$ cat src/rtl/fpu_pkg.sv
// rtl/fpu_pkg.sv - FP32 constants and arbiter state type shared by the add/sub arbiter
package fpu_pkg;

  localparam int          EXP_BITS  = 8;
  localparam int          MANT_BITS = 23;
  localparam logic [31:0] CAN_NAN   = 32'h7FC0_0000;
  localparam logic [31:0] POS_INF   = 32'h7F80_0000;

  typedef enum logic [1:0] {
    RUN     = 2'd0,
    DRAIN   = 2'd1,
    DRAINED = 2'd2
  } arb_state_e;

endpackage

$ cat src/rtl/fpu_rr_arbiter.sv
// rtl/fpu_rr_arbiter.sv - combinational round-robin pick: request vector + pointer -> one-hot grant and id
module fpu_rr_arbiter
  import fpu_pkg::*;
#(
  parameter  int NUM_REQ = 4,
  localparam int IDW     = $clog2(NUM_REQ)
) (
  input  logic [NUM_REQ-1:0] i_req,
  input  logic [IDW-1:0]     i_ptr,
  output logic [NUM_REQ-1:0] o_grant,
  output logic [IDW-1:0]     o_id,
  output logic               o_any
);

  logic [IDW:0]   w_sum;
  logic [IDW-1:0] w_idx;

  // Walk the requesters starting at the pointer, wrapping at NUM_REQ-1, and take the first one set
  always_comb begin
    o_grant = '0;
    o_id    = '0;
    o_any   = 1'b0;
    w_sum   = '0;
    w_idx   = '0;
    for (int k = 0; k < NUM_REQ; k++) begin
      w_sum = {1'b0, i_ptr} + (IDW+1)'(k);
      if (w_sum >= (IDW+1)'(NUM_REQ)) begin
        w_sum = w_sum - (IDW+1)'(NUM_REQ);
      end
      w_idx = w_sum[IDW-1:0];
      if (!o_any && i_req[w_idx]) begin
        o_any          = 1'b1;
        o_grant[w_idx] = 1'b1;
        o_id           = w_idx;
      end
    end
  end

endmodule

$ cat src/rtl/fpu_addsub_arbiter.sv
// rtl/fpu_addsub_arbiter.sv - round-robin sharing of one FP32 add/sub unit; optional stats via FPU_ARB_STATS_EN
module fpu_addsub_arbiter
  import fpu_pkg::*;
#(
  parameter  int WIDTH      = 32,
  parameter  int NUM_REQ    = 4,
  parameter  int FU_LATENCY = 1,
  localparam int IDW        = $clog2(NUM_REQ)
) (
  input  logic                     clk,
  input  logic                     arst_n,
  input  logic [NUM_REQ-1:0]       req_valid,
  output logic [NUM_REQ-1:0]       req_ready,
  input  logic [NUM_REQ*WIDTH-1:0] req_a,
  input  logic [NUM_REQ*WIDTH-1:0] req_b,
  input  logic [NUM_REQ-1:0]       req_op,
  output logic                     fu_valid,
  output logic [WIDTH-1:0]         fu_a,
  output logic [WIDTH-1:0]         fu_b,
  output logic                     fu_op,
  input  logic [WIDTH-1:0]         fu_result,
  input  logic                     fu_exception,
  output logic [NUM_REQ-1:0]       rsp_valid,
  output logic [WIDTH-1:0]         rsp_result,
  output logic                     rsp_exception,
  input  logic                     drain_req,
  output logic                     drain_done,
  output logic                     busy
`ifdef FPU_ARB_STATS_EN
  ,
  output logic [NUM_REQ*16-1:0]    stat_grants,
  output logic [15:0]              stat_exc
`endif
);

  arb_state_e             r_state;
  logic                   r_drain_done;
  logic [IDW-1:0]         r_ptr;

  logic                   r_fu_valid;
  logic [WIDTH-1:0]       r_fu_a;
  logic [WIDTH-1:0]       r_fu_b;
  logic                   r_fu_op;
  logic [IDW-1:0]         r_fu_id;

  logic [FU_LATENCY-1:0]  r_tag_v;
  logic [IDW-1:0]         r_tag_id [FU_LATENCY];

  logic [NUM_REQ-1:0]     r_rsp_valid;
  logic [WIDTH-1:0]       r_rsp_result;
  logic                   r_rsp_exception;

  logic [NUM_REQ-1:0]     w_grant;
  logic [IDW-1:0]         w_id;
  logic                   w_any;
  logic                   w_accept;
  logic                   w_hs;
  logic                   w_busy;
  logic                   w_head_v;
  logic [IDW-1:0]         w_head_id;
  logic [WIDTH-1:0]       w_sel_a;
  logic [WIDTH-1:0]       w_sel_b;
  logic                   w_sel_op;

  fpu_rr_arbiter #(
    .NUM_REQ (NUM_REQ)
  ) u_rr (
    .i_req   (req_valid),
    .i_ptr   (r_ptr),
    .o_grant (w_grant),
    .o_id    (w_id),
    .o_any   (w_any)
  );

  // Grants only in RUN, and a fresh drain request blocks the grant in the same cycle
  assign w_accept  = (r_state == RUN) && !drain_req;
  assign req_ready = w_accept ? w_grant : '0;
  assign w_hs      = w_accept && w_any;

  assign w_busy    = r_fu_valid || (|r_tag_v);
  assign w_head_v  = r_tag_v[FU_LATENCY-1];
  assign w_head_id = r_tag_id[FU_LATENCY-1];

  // Select the winner's operands from the packed request buses
  always_comb begin
    w_sel_a  = '0;
    w_sel_b  = '0;
    w_sel_op = 1'b0;
    for (int i = 0; i < NUM_REQ; i++) begin
      if (w_id == IDW'(i)) begin
        w_sel_a  = req_a[i*WIDTH +: WIDTH];
        w_sel_b  = req_b[i*WIDTH +: WIDTH];
        w_sel_op = req_op[i];
      end
    end
  end

  // Drain FSM: RUN -> DRAIN on request, DRAIN -> DRAINED once nothing is in flight, back on release
  always_ff @(posedge clk or negedge arst_n) begin
    if (!arst_n) begin
      r_state      <= RUN;
      r_drain_done <= 1'b0;
    end else begin
      case (r_state)
        RUN: begin
          if (drain_req) r_state <= DRAIN;
        end
        DRAIN: begin
          if (!w_busy) begin
            r_state      <= DRAINED;
            r_drain_done <= 1'b1;
          end
        end
        DRAINED: begin
          if (!drain_req) begin
            r_state      <= RUN;
            r_drain_done <= 1'b0;
          end
        end
        default: begin
          r_state      <= RUN;
          r_drain_done <= 1'b0;
        end
      endcase
    end
  end

  // Round-robin pointer moves past the winner on every handshake and holds otherwise
  always_ff @(posedge clk or negedge arst_n) begin
    if (!arst_n) begin
      r_ptr <= '0;
    end else if (w_hs) begin
      r_ptr <= (w_id == IDW'(NUM_REQ-1)) ? '0 : w_id + 1'b1;
    end
  end

  // Issue register: strobe follows the handshake, operands hold between issues
  always_ff @(posedge clk or negedge arst_n) begin
    if (!arst_n) begin
      r_fu_valid <= 1'b0;
      r_fu_a     <= '0;
      r_fu_b     <= '0;
      r_fu_op    <= 1'b0;
      r_fu_id    <= '0;
    end else begin
      r_fu_valid <= w_hs;
      if (w_hs) begin
        r_fu_a  <= w_sel_a;
        r_fu_b  <= w_sel_b;
        r_fu_op <= w_sel_op;
        r_fu_id <= w_id;
      end
    end
  end

  // Shadow tag pipe tracks which requester owns each op inside the unit
  always_ff @(posedge clk or negedge arst_n) begin
    if (!arst_n) begin
      r_tag_v <= '0;
      for (int k = 0; k < FU_LATENCY; k++) r_tag_id[k] <= '0;
    end else begin
      r_tag_v[0]  <= r_fu_valid;
      r_tag_id[0] <= r_fu_id;
      for (int k = 1; k < FU_LATENCY; k++) begin
        r_tag_v[k]  <= r_tag_v[k-1];
        r_tag_id[k] <= r_tag_id[k-1];
      end
    end
  end

  // Capture the unit's output when the pipe head is valid and pulse the owner's response bit
  always_ff @(posedge clk or negedge arst_n) begin
    if (!arst_n) begin
      r_rsp_valid     <= '0;
      r_rsp_result    <= '0;
      r_rsp_exception <= 1'b0;
    end else begin
      for (int i = 0; i < NUM_REQ; i++) begin
        r_rsp_valid[i] <= w_head_v && (w_head_id == IDW'(i));
      end
      if (w_head_v) begin
        r_rsp_result    <= fu_result;
        r_rsp_exception <= fu_exception;
      end
    end
  end

  assign fu_valid      = r_fu_valid;
  assign fu_a          = r_fu_a;
  assign fu_b          = r_fu_b;
  assign fu_op         = r_fu_op;
  assign rsp_valid     = r_rsp_valid;
  assign rsp_result    = r_rsp_result;
  assign rsp_exception = r_rsp_exception;
  assign drain_done    = r_drain_done;
  assign busy          = w_busy;

`ifdef FPU_ARB_STATS_EN
  logic [15:0] r_stat_g [NUM_REQ];
  logic [15:0] r_stat_exc;

  // Saturating per-requester grant counters and exception-response counter
  always_ff @(posedge clk or negedge arst_n) begin
    if (!arst_n) begin
      for (int i = 0; i < NUM_REQ; i++) r_stat_g[i] <= '0;
      r_stat_exc <= '0;
    end else begin
      for (int i = 0; i < NUM_REQ; i++) begin
        if (w_hs && (w_id == IDW'(i)) && (r_stat_g[i] != 16'hFFFF)) begin
          r_stat_g[i] <= r_stat_g[i] + 16'd1;
        end
      end
      if (w_head_v && fu_exception && (r_stat_exc != 16'hFFFF)) begin
        r_stat_exc <= r_stat_exc + 16'd1;
      end
    end
  end

  always_comb begin
    stat_grants = '0;
    for (int i = 0; i < NUM_REQ; i++) stat_grants[i*16 +: 16] = r_stat_g[i];
  end
  assign stat_exc = r_stat_exc;
`endif

endmodule

$ cat config.mk
export PLATFORM = sky130hd
export DESIGN_NAME = fpu_addsub_arbiter
export DESIGN_NICKNAME = d
export VERILOG_FILES = /design/src/rtl/fpu_pkg.sv /design/src/rtl/fpu_rr_arbiter.sv /design/src/rtl/fpu_addsub_arbiter.sv
export SDC_FILE = /design/constraint.sdc
export NUM_CORES = 1
export LEC_CHECK = 0
export CAP_MARGIN = 20
export CORE_AREA = 2 2 160 162
export CTS_CLUSTER_SIZE = 28
export DETAILED_ROUTE_END_ITERATION = 8
export DIE_AREA = 0 0 162 164
export GPL_TIMING_DRIVEN = 0
export HOLD_SLACK_MARGIN = 0.02
export PLACE_DENSITY_LB_ADDON = 0.2
export SYNTH_ARGS = -nofsm -noshare
export SYNTH_HDL_FRONTEND = slang
export SYNTH_SLANG_ARGS = --single-unit
$ cat constraint.sdc
create_clock -name clk -period 8.65 [get_ports clk]
set_clock_uncertainty 0.15 [all_clocks]
set_input_delay 1.73 -clock clk [delete_from_list [all_inputs] [get_ports clk]]
set_output_delay 1.73 -clock clk [all_outputs]
set_load 0.1 [all_outputs]
==> impl_metrics.tcl, run 1 <==
set metrics [dict create \
    antenna_cells 0 \
    period_needed_ns 6.64 \
    initialDrtViolationCount 280 \
    async_reset_ff_share_pct 100 \
    drt_wl_total_mm 27.6 \
    path_class "primary input to output pin" \
    synth-seq-cells 113 \
    seqCellArea_um2 2830 \
    rr_startpoint "r_ptr[0]" \
    worst_setup_path_end_kind "output pin" \
    num_vias 6867 \
    syn_inst 625 \
    die-area_um2 26600 \
    portBuffers 408 \
    synth_cell_type_count 43 \
    worstSkewPairLatency_ns 0.41 \
    post_cts_buffers 0 \
    ios 409 \
    grt_pass1_wl_mm 40.4 \
    drtAntennaViolNets 0 \
    relSlewSlack_pct 29.5 \
    syn_nets 936 \
    antenna_found_initial 0 \
    synth.yosys.warnings 0 \
    yosys-top-cells-area "dfrtp_1 45%, a221o_1 11%, a21oi_1 10%" \
    clkSinkCount 113 \
    drv_cap 0 \
    status "complete, no violations" \
    cp_max_fo 10 \
    cp_cell_sequence "clkdlybuf4s50_1 -> mux4_1 -> buf_2 -> nor4_4 -> a32o_1 -> clkdlybuf4s50_1" \
    cts-resized-gates 0 \
    reg2reg_depth 14 \
    synth.yosys.seq_area_share_pct 45.2 \
    rsz0062_at_grt "no" \
    post_drt_wl_per_cell_um 19.8 \
    multiInputGateArea_um2 3110 \
    crit_start "req_valid[3]" \
    synthFlopType "dfrtp_1" \
    die_w_um 162 \
    cts_inserted_buffers 17 \
    drc_errors 0 \
    dr.pass1.iters 5 \
    ctsHoldBuffers 0 \
    nets 1364 \
    area_growth_pct 83.4 \
    die_h_um 164 \
    r2r_slack_ns 4.23 \
    grt_pass1_vias 7104 \
    r2r_end "fu_b[10]" \
    drt-vias-per-instance 4.92 \
    slowest_delay_ns 1.15 \
    synth-edff-count 0 \
    slew_violations 0 \
    syn-cell-area_um2 6250 \
    timing.final.crit_share_pct 76.8 \
    tns_ns 0 \
    timing.fmax_mhz 151 \
    dp_hpwl_mm 21.9 \
    synth_top_area_share_pct 45.2 \
    cts_tree "built" \
    endpoint "req_ready[2]" \
    syn_avg_cell_area_um2 10.0 \
    start_util_pct 25.2 \
    grt_usage_pct 20.1 \
    overflow 0 \
    setup_viol 0 \
    cp.required_ns 6.77 \
    globalplace.congestion 0.845 \
    drive_above_1_share_pct 8.35 \
    critPathSlowestCell "clkdlybuf4s50_1" \
    clockBufferDepth 2 \
    mostFrequentLayoutCells "407 x clkdlybuf4s50_1, 131 x a21oi_1, 113 x dfrtp_1" \
    startpoint_type "primary input" \
    crit_arrival_ns 4.76 \
    path_clk_slew_ns 0.05 \
    crit_top_cell "clkdlybuf4s50_1" \
    yosysTopAreaCell "dfrtp_1" \
    grt_max_degree 71 \
    tightest_slew_ns 1.05 \
    core_um2 24800 \
    cts-root-buf "clkbuf_16" \
    cts_max_level 4 \
    min_path_type "register to register" \
    rows 58 \
    n_fill_cell 2442 \
    hold_violations 0 \
    final_common_cell "clkdlybuf4s50_1" \
]
==> worst min-delay path by stage <==
stage	to	cells past startpoint	startpoint
after floorplan	r_tag_id[1]	0	r_fu_id[1]
after global placement	r_tag_id[0]	0	r_fu_id[0]
after detailed placement	r_tag_id[0]	0	r_fu_id[0]
after CTS	r_tag_id[0]	0	r_fu_id[0]
after global routing	r_tag_id[0]	0	r_fu_id[0]
final	r_tag_id[0]	0	r_fu_id[0]
==> sequential cells by signal, summed over array words and instances, names as in the netlist, 2 cells and up <==
name / count
fu_a: 32
r_ptr: 2
r_tag_id: 2
rsp_result: 32
fu_b: 32
r_state: 2
rsp_valid: 4
r_fu_id: 2
==> area by class of cell <==
cell class	count	share of cell area (%)
Timing Repair Buffer	409	35.9
Inverter	8	0.262
Multi-Input combinational cell	441	27.1
Clock buffer	18	3.83
Clock inverter	14	2.19
Tap cell	330	3.60
Buffer	63	2.52
Sequential cell	113	24.7
==> synthesized netlist by cell type (all sizes together), types with 3 or more instances <==
master	count
dfrtp	113
nor2	72
inv	8
o21ai	7
clkbuf	45
nand2	10
nand2b	4
a21oi	131
a32o	4
mux4	4
nor2b	4
o211ai	65
a221o	68
or2b	3
buf	18
mux2	33
ha	11
==> kinds of logic (layout without fill, tap and decap cells) <==
group	Yosys count	in the layout	synth area share, %
AO/OA/AOI/OAI	286	286	31.9
flip-flops	113	113	45.2
AND/OR/NAND/NOR	107	107	8.08
buffers and inverters	71	512	5.10
multiplexers	37	37	7.50
adder cells (fa/ha/maj)	11	11	2.20
==> critical path, delay by kind of cell <==
kind	cells	cell delay, ns
buf+inv	3	1.92
mux	1	0.59
simple gates	1	0.30
compound gates	1	0.21
==> per-layer routing <==
layer  wire length (µm)  vias to the layer above  track usage (%)
li1                   -                     3278                -
met1              10500                     3252             21.9
met2              14300                      304             37.2
met3               2220                       33             6.04
met4                529                        0             6.72
met5                  0                        -                0
==> through the flow <==
step	util (%)	worst slack [ns]	hold WS [ns]	area, µm²	cells
floorplan	-	3.23	0.204	6250	625
global placement	43.3	0.887	0.214	10800	1363
detailed placement	43.4	2.00	0.223	10800	1364
CTS	46.2	2.01	0.235	11500	1396
global route	46.2	1.91	0.258	11500	1396
finish	46.2	2.01	0.233	11500	1396
Power of run 1 is not shown: default switching activity piles up to over one toggle a cycle in this logic, so the estimate is an artifact.
==> run 2: changes to the inputs <==
==> constraint.sdc (replaced) <==
create_clock -name clk -period 5.9 [get_ports clk]
set_clock_uncertainty 0.15 [all_clocks]
set_input_delay 1.18 -clock clk [delete_from_list [all_inputs] [get_ports clk]]
set_output_delay 1.18 -clock clk [all_outputs]
set_load 0.1 [all_outputs]
==> results of run 2 <==
The final DEF is identical to that of run 1. Status: complete, no violations.
Main changes from that run: setup slack after placement 2.00 ns -> 0.351 ns; setup slack after layout 2.01 ns -> 0.361 ns; register-to-register setup slack 4.23 ns -> 1.48 ns
Power of run 2 is left out for the same reason.
